===== src/rtl/status_value_queue.sv =====
// Registered DEPTH x WIDTH status/value queue with head fixed at entry 0.
// Pull compacts by shifting down; push, tail-set and indexed update all resolve against pre-edge state.
module status_value_queue #(
  parameter int WIDTH = 4,
  parameter int DEPTH = 8,
  localparam int IW = $clog2(DEPTH),
  localparam int CW = $clog2(DEPTH + 1)
) (
  input  logic                     clk_i,
  input  logic                     rst_i,
  input  logic                     push_i,
  input  logic [WIDTH-1:0]         push_value_i,
  input  logic                     pull_i,
  input  logic                     set_i,
  input  logic [WIDTH-1:0]         set_value_i,
  input  logic                     upd_i,
  input  logic [IW-1:0]            upd_idx_i,
  input  logic [WIDTH-1:0]         upd_value_i,
  output logic [DEPTH*WIDTH-1:0]   vector_o,
  output logic [DEPTH-1:0]         valid_o,
  output logic [WIDTH-1:0]         head_o,
  output logic [WIDTH-1:0]         tail_o,
  output logic [CW-1:0]            count_o,
  output logic                     empty_o,
  output logic                     full_o,
  output logic                     overflow_o,
  output logic                     underflow_o
);

  logic [WIDTH-1:0] entries_r [DEPTH];
  logic [WIDTH-1:0] entries_s [DEPTH];
  logic [WIDTH-1:0] shift_s   [DEPTH];
  logic [CW-1:0]    count_r, count_s;
  logic [DEPTH-1:0] valid_r, valid_s;
  logic [WIDTH-1:0] tail_r, tail_s;
  logic             empty_r, empty_s;
  logic             full_r, full_s;
  logic             overflow_r, overflow_s;
  logic             underflow_r, underflow_s;

  logic             pull_acc_s, push_acc_s, set_hit_s, upd_hit_s;
  int               cnt_s, cnt_next_s, idx_s, adj_s;
  int               set_tgt_s, upd_tgt_s, push_tgt_s;

  // Next-state computation: accept/ignore decisions, shifted image, targeted writes.
  always_comb begin
    cnt_s       = int'(count_r);
    idx_s       = int'(upd_idx_i);
    pull_acc_s  = pull_i && (cnt_s != 0);
    push_acc_s  = push_i && ((cnt_s < DEPTH) || pull_acc_s);
    set_hit_s   = set_i && (cnt_s != 0) && !((cnt_s == 1) && pull_acc_s);
    upd_hit_s   = upd_i && (idx_s < cnt_s) && !((idx_s == 0) && pull_acc_s);
    adj_s       = pull_acc_s ? 1 : 0;
    // Pre-edge positions move down by one when the head leaves.
    set_tgt_s   = cnt_s - 1 - adj_s;
    upd_tgt_s   = idx_s - adj_s;
    push_tgt_s  = cnt_s - adj_s;
    cnt_next_s  = cnt_s - adj_s + (push_acc_s ? 1 : 0);

    for (int i = 0; i < DEPTH - 1; i++) begin
      shift_s[i] = entries_r[i + 1];
    end
    shift_s[DEPTH-1] = {WIDTH{1'b0}};

    tail_s = {WIDTH{1'b0}};
    for (int i = 0; i < DEPTH; i++) begin
      // Update beats set on a shared slot; push never shares a slot with either.
      if (push_acc_s && (i == push_tgt_s)) begin
        entries_s[i] = push_value_i;
      end else if (upd_hit_s && (i == upd_tgt_s)) begin
        entries_s[i] = upd_value_i;
      end else if (set_hit_s && (i == set_tgt_s)) begin
        entries_s[i] = set_value_i;
      end else if (pull_acc_s) begin
        entries_s[i] = shift_s[i];
      end else begin
        entries_s[i] = entries_r[i];
      end
      valid_s[i] = (i < cnt_next_s);
      tail_s     = tail_s | ((i == cnt_next_s - 1) ? entries_s[i] : {WIDTH{1'b0}});
    end

    count_s     = CW'(cnt_next_s);
    empty_s     = (cnt_next_s == 0);
    full_s      = (cnt_next_s == DEPTH);
    overflow_s  = push_i && !push_acc_s;
    underflow_s = pull_i && (cnt_s == 0);
  end

  // State and output registers with synchronous reset.
  always_ff @(posedge clk_i) begin
    if (rst_i) begin
      for (int i = 0; i < DEPTH; i++) begin
        entries_r[i] <= {WIDTH{1'b0}};
      end
      count_r     <= {CW{1'b0}};
      valid_r     <= {DEPTH{1'b0}};
      tail_r      <= {WIDTH{1'b0}};
      empty_r     <= 1'b1;
      full_r      <= 1'b0;
      overflow_r  <= 1'b0;
      underflow_r <= 1'b0;
    end else begin
      for (int i = 0; i < DEPTH; i++) begin
        entries_r[i] <= entries_s[i];
      end
      count_r     <= count_s;
      valid_r     <= valid_s;
      tail_r      <= tail_s;
      empty_r     <= empty_s;
      full_r      <= full_s;
      overflow_r  <= overflow_s;
      underflow_r <= underflow_s;
    end
  end

  for (genvar g = 0; g < DEPTH; g++) begin : g_vec
    assign vector_o[g*WIDTH +: WIDTH] = entries_r[g];
  end

  assign valid_o     = valid_r;
  assign head_o      = entries_r[0];
  assign tail_o      = tail_r;
  assign count_o     = count_r;
  assign empty_o     = empty_r;
  assign full_o      = full_r;
  assign overflow_o  = overflow_r;
  assign underflow_o = underflow_r;

endmodule


===== config.mk =====
export PLATFORM = sky130hd
export DESIGN_NAME = status_value_queue
export DESIGN_NICKNAME = d
export VERILOG_FILES = /design/src/rtl/status_value_queue.sv
export SDC_FILE = /design/constraint.sdc
export NUM_CORES = 1
export LEC_CHECK = 0
export ABC_AREA = 0
export BUFFER_PORTS_ARGS = -buffer_cell sky130_fd_sc_hd__buf_2
export CAP_MARGIN = 0
export CORE_ASPECT_RATIO = 0.7
export CORE_MARGIN = 3
export CORE_UTILIZATION = 45
export DETAILED_ROUTE_END_ITERATION = 7
export HOLD_SLACK_MARGIN = 0.03
export PLACE_DENSITY = 0.67
export RECOVER_POWER = 50
export SETUP_SLACK_MARGIN = 0.4
export SYNTH_ARGS = -nofsm -noshare
export SYNTH_HDL_FRONTEND = slang
export SYNTH_SLANG_ARGS = --single-unit

===== constraint.sdc =====
create_clock -name clk_i -period 4.61 [get_ports clk_i]
set_input_delay 0.461 -clock clk_i [delete_from_list [all_inputs] [get_ports clk_i]]
set_output_delay 0.461 -clock clk_i [all_outputs]
set_load 0.01 [all_outputs]

==> impl_metrics.env <==
export IMPL_status="finished, final reports clean"
export IMPL_ctsHoldBuffers=0
export IMPL_synth_most_common_cell="nor2_1"
export IMPL_synth_top_area_cell="dfxtp_1"
export IMPL_cp_end_kind="flop"
export IMPL_postSynthAreaPerCell_um2=7.68
export IMPL_drt_iter0_drc=753
export IMPL_drcViolationCount=0
export IMPL_globalplace_congestion=0.995
export IMPL_power_frac_clock_pct=11.2
export IMPL_power_switching_mw=1.89
export IMPL_grt_antenna_before_repair=0
export IMPL_rows=28
export IMPL_grt_pass1_vias=4122
export IMPL_wl_per_cell_um=22.5
export IMPL_fillCellCount=877
export IMPL_antenna_cells=0
export IMPL_fmax_mhz=245
export IMPL_design_area_mm2=0.00466
export IMPL_synth_distinct_cells=62
export IMPL_cellPowerDensity_mw_per_mm2=758
export IMPL_setup_slack_ns=0.532
export IMPL_layout_drive_gt1_share_pct=12.4
export IMPL_final_util_pct=53.5
export IMPL_vias=4687
export IMPL_root_buffer="clkbuf_16"
export IMPL_via_per_inst=6.59
export IMPL_comb_power_share_pct=66.6
export IMPL_cap_violations=0
export IMPL_io_pins=77
export IMPL_ys_seq_elements=52
export IMPL_dpl_cell_area_mm2=0.00457
export IMPL_min_period_over_period_pct=88.5
export IMPL_cts_htree_levels=2
export IMPL_dp_slack_ns=0.570
export IMPL_arrival_ns=4.29
export IMPL_finalSetupViolCount=0
export IMPL_track_usage_pct=30.3
export IMPL_irDropWorstVdd_mv=0.399
export IMPL_yosys_top_cells_area="dfxtp_1 25%, mux2i_1 6.7%, a311oi_1 6.3%, nor2_1 4.9%, o21ai_0 4.6%"
export IMPL_max_slew_margin_pct=39.3
export IMPL_swShare_pct=53.4
export IMPL_instances_no_fill=711
export IMPL_hold_viol=0
export IMPL_critPathMaxFanout=16
export IMPL_cts_path_max_buffers=2
export IMPL_period_minus_slack_ns=4.08
export IMPL_ys_flop_type="dfxtp_1"
export IMPL_cts_buffers=5
export IMPL_syn_to_final_growth_pct=12.2
export IMPL_reg2regPathDepth=16
export IMPL_placement_io_buffers=76
export IMPL_die_x_um=121
export IMPL_fin_skew_ns=0.00527
export IMPL_tns_ns=0
export IMPL_post_cts_setup_buffers=0
export IMPL_synth_commonest_cells="54 x nor2_1, 52 x dfxtp_1, 45 x nand2_1"
export IMPL_gr_total_overflow=0
export IMPL_seqPwrFrac_pct=22.3
export IMPL_clk_pin_slew_worst_paths_ns=0.07
export IMPL_grt_max_degree=42
export IMPL_cp_required_ns=4.82
export IMPL_drv_slew=0
export IMPL_min_path_cells=2
export IMPL_netlist_instances=541
export IMPL_synth_top_area_share_pct=25.0
export IMPL_ys_seq_area_share_pct=25.0
export IMPL_post_dp_hpwl_um=12100
export IMPL_cts_resized_gates=0
export IMPL_worstSetupPathType="reg -> reg"
export IMPL_clock_latency_ns=0.30
export IMPL_synth_edf_count=0
export IMPL_ys_warnings_count=0
export IMPL_rsz0062_at_grt="no"
export IMPL_startpoint_type="flop"
export IMPL_syn_area_mm2=0.00416
export IMPL_layout_nets=623
export IMPL_place_inst=704
export IMPL_coreArea_mm2=0.00872
export IMPL_die_area_mm2=0.0104
export IMPL_cts_num_sinks=52
export IMPL_async_flop_share_pct=0
export IMPL_hold_class="in -> reg"
export IMPL_intPower_mw=1.65
export IMPL_detail_route_antenna_nets=0
export IMPL_p_leak_nw=1.66
export IMPL_initial_core_util_pct=47.6
export IMPL_syn_nets=573
export IMPL_cts_tree="built"
export IMPL_die_y_um=86.4
export IMPL_dr_pass1_iters=6
export IMPL_grt_pass1_wl_um=24500
export IMPL_worst_pin_slew_ns=0.911
export IMPL_routed_wl_um=16000
-- power by group through the flow --
stage / clock network, mW / logic (mW) / registers (mW)
after global routing: 0.416 / 2.56 / 0.803
after global placement: 0 / 2.30 / 0.771
final: 0.395 / 2.35 / 0.787
after CTS: 0.396 / 2.33 / 0.773
after detailed placement: 0 / 2.31 / 0.780
after floorplan: 0 / 1.54 / 0.808
-- cell usage in the layout, fill, tap and decap left out, types with 8 or more instances in the layout --
cell / Yosys / layout
inv_1: 11 / 11
a211oi_1: 10 / 10
a21oi_1: 13 / 13
clkbuf_1: 29 / 52
buf_4: 6 / 16
buf_2: 9 / 24
nor2b_1: 11 / 11
nor3_1: 18 / 17
nor2_1: 54 / 54
a311oi_1: 30 / 30
o211ai_1: 23 / 23
or3_1: 12 / 12
a31oi_1: 10 / 10
mux2i_1: 28 / 28
o31ai_1: 11 / 11
nand2_1: 45 / 45
o21ai_0: 38 / 38
dfxtp_1: 52 / 51
nand2b_1: 8 / 8
ha_1: 11 / 11
nand3_1: 12 / 12
-- worst paths after layout --
path                                             startpoint                          end  slack, ns
worst max-delay path                  count_o[1]$_SDFF_PP0_         tail_o[0]$_SDFF_PP0_       0.53
worst max register to register        count_o[1]$_SDFF_PP0_         tail_o[0]$_SDFF_PP0_       0.53
worst min-delay path                                 push_i        overflow_o$_SDFF_PP0_       0.46
worst min register to register  entries_r[1][15]$_SDFF_PP0_  entries_r[1][15]$_SDFF_PP0_       0.65
-- state kept, by name, summed over array words and instances (netlist names) --
signal	flops
entries_r	32
valid_o	8
count_o	4
tail_o	4
empty_o	1
full_o	1
overflow_o	1
underflow_o	1
-- cell type report --
| class | instances | area, µm² | area share, % |
|---|---|---|---|
| repair buffers | 92 | 435 | 9.34 |
| clock buffers | 6 | 139 | 2.98 |
| multi-input cells | 426 | 2840 | 60.8 |
| flip-flops and latches | 52 | 1040 | 22.4 |
| clock inverters | 1 | 8.76 | 0.188 |
| well taps | 120 | 150 | 3.22 |
| inverters | 14 | 52.6 | 1.13 |
-- routing by layer --
metal / GRT usage (%) / vias to the layer above / routed length, µm
li1: - / 2142 / -
met1: 47.8 / 2173 / 7350
met2: 39.4 / 348 / 6110
met3: 10.0 / 24 / 2410
met4: 5.35 / 0 / 155
met5: 0 / - / 0
-- cells by family after synthesis --
kind of cell,Yosys count,share of synthesized area (%)
adder cells (fa/ha/maj),11,3.31
multiplexers,30,7.28
AO/OA/AOI/OAI,171,30.1
buffers and inverters,63,6.86
flip-flops,52,25.0
AND/OR/NAND/NOR,207,25.9
XOR/XNOR,7,1.48
-- stage by stage --
| stage | power, mW | hold WS (ns) |
|---|---|---|
| after floorplan | 2.35 | 0.530 |
| after global placement | 3.08 | 0.634 |
| after detailed placement | 3.09 | 0.610 |
| after CTS | 3.49 | 0.465 |
| after global routing | 3.78 | 0.473 |
| final | 3.54 | 0.462 |
-- critical path: stages (launching register included) --
cell and delay (ns):
dfxtp_1 0.49, inv_1 0.16, ha_1 0.22, buf_4 0.20, nor3b_2 0.19, o211a_2 0.40
inv_1 0.12, ha_1 0.20, ha_1 0.28, nor2b_1 0.16, a2bb2oi_1 0.17, o22ai_1 0.13
or4_4 0.57, or3_1 0.33, o31ai_1 0.08, nor4_1 0.10, a31oi_1 0.20
No activity file was read; power rests on OpenSTA's default activity.
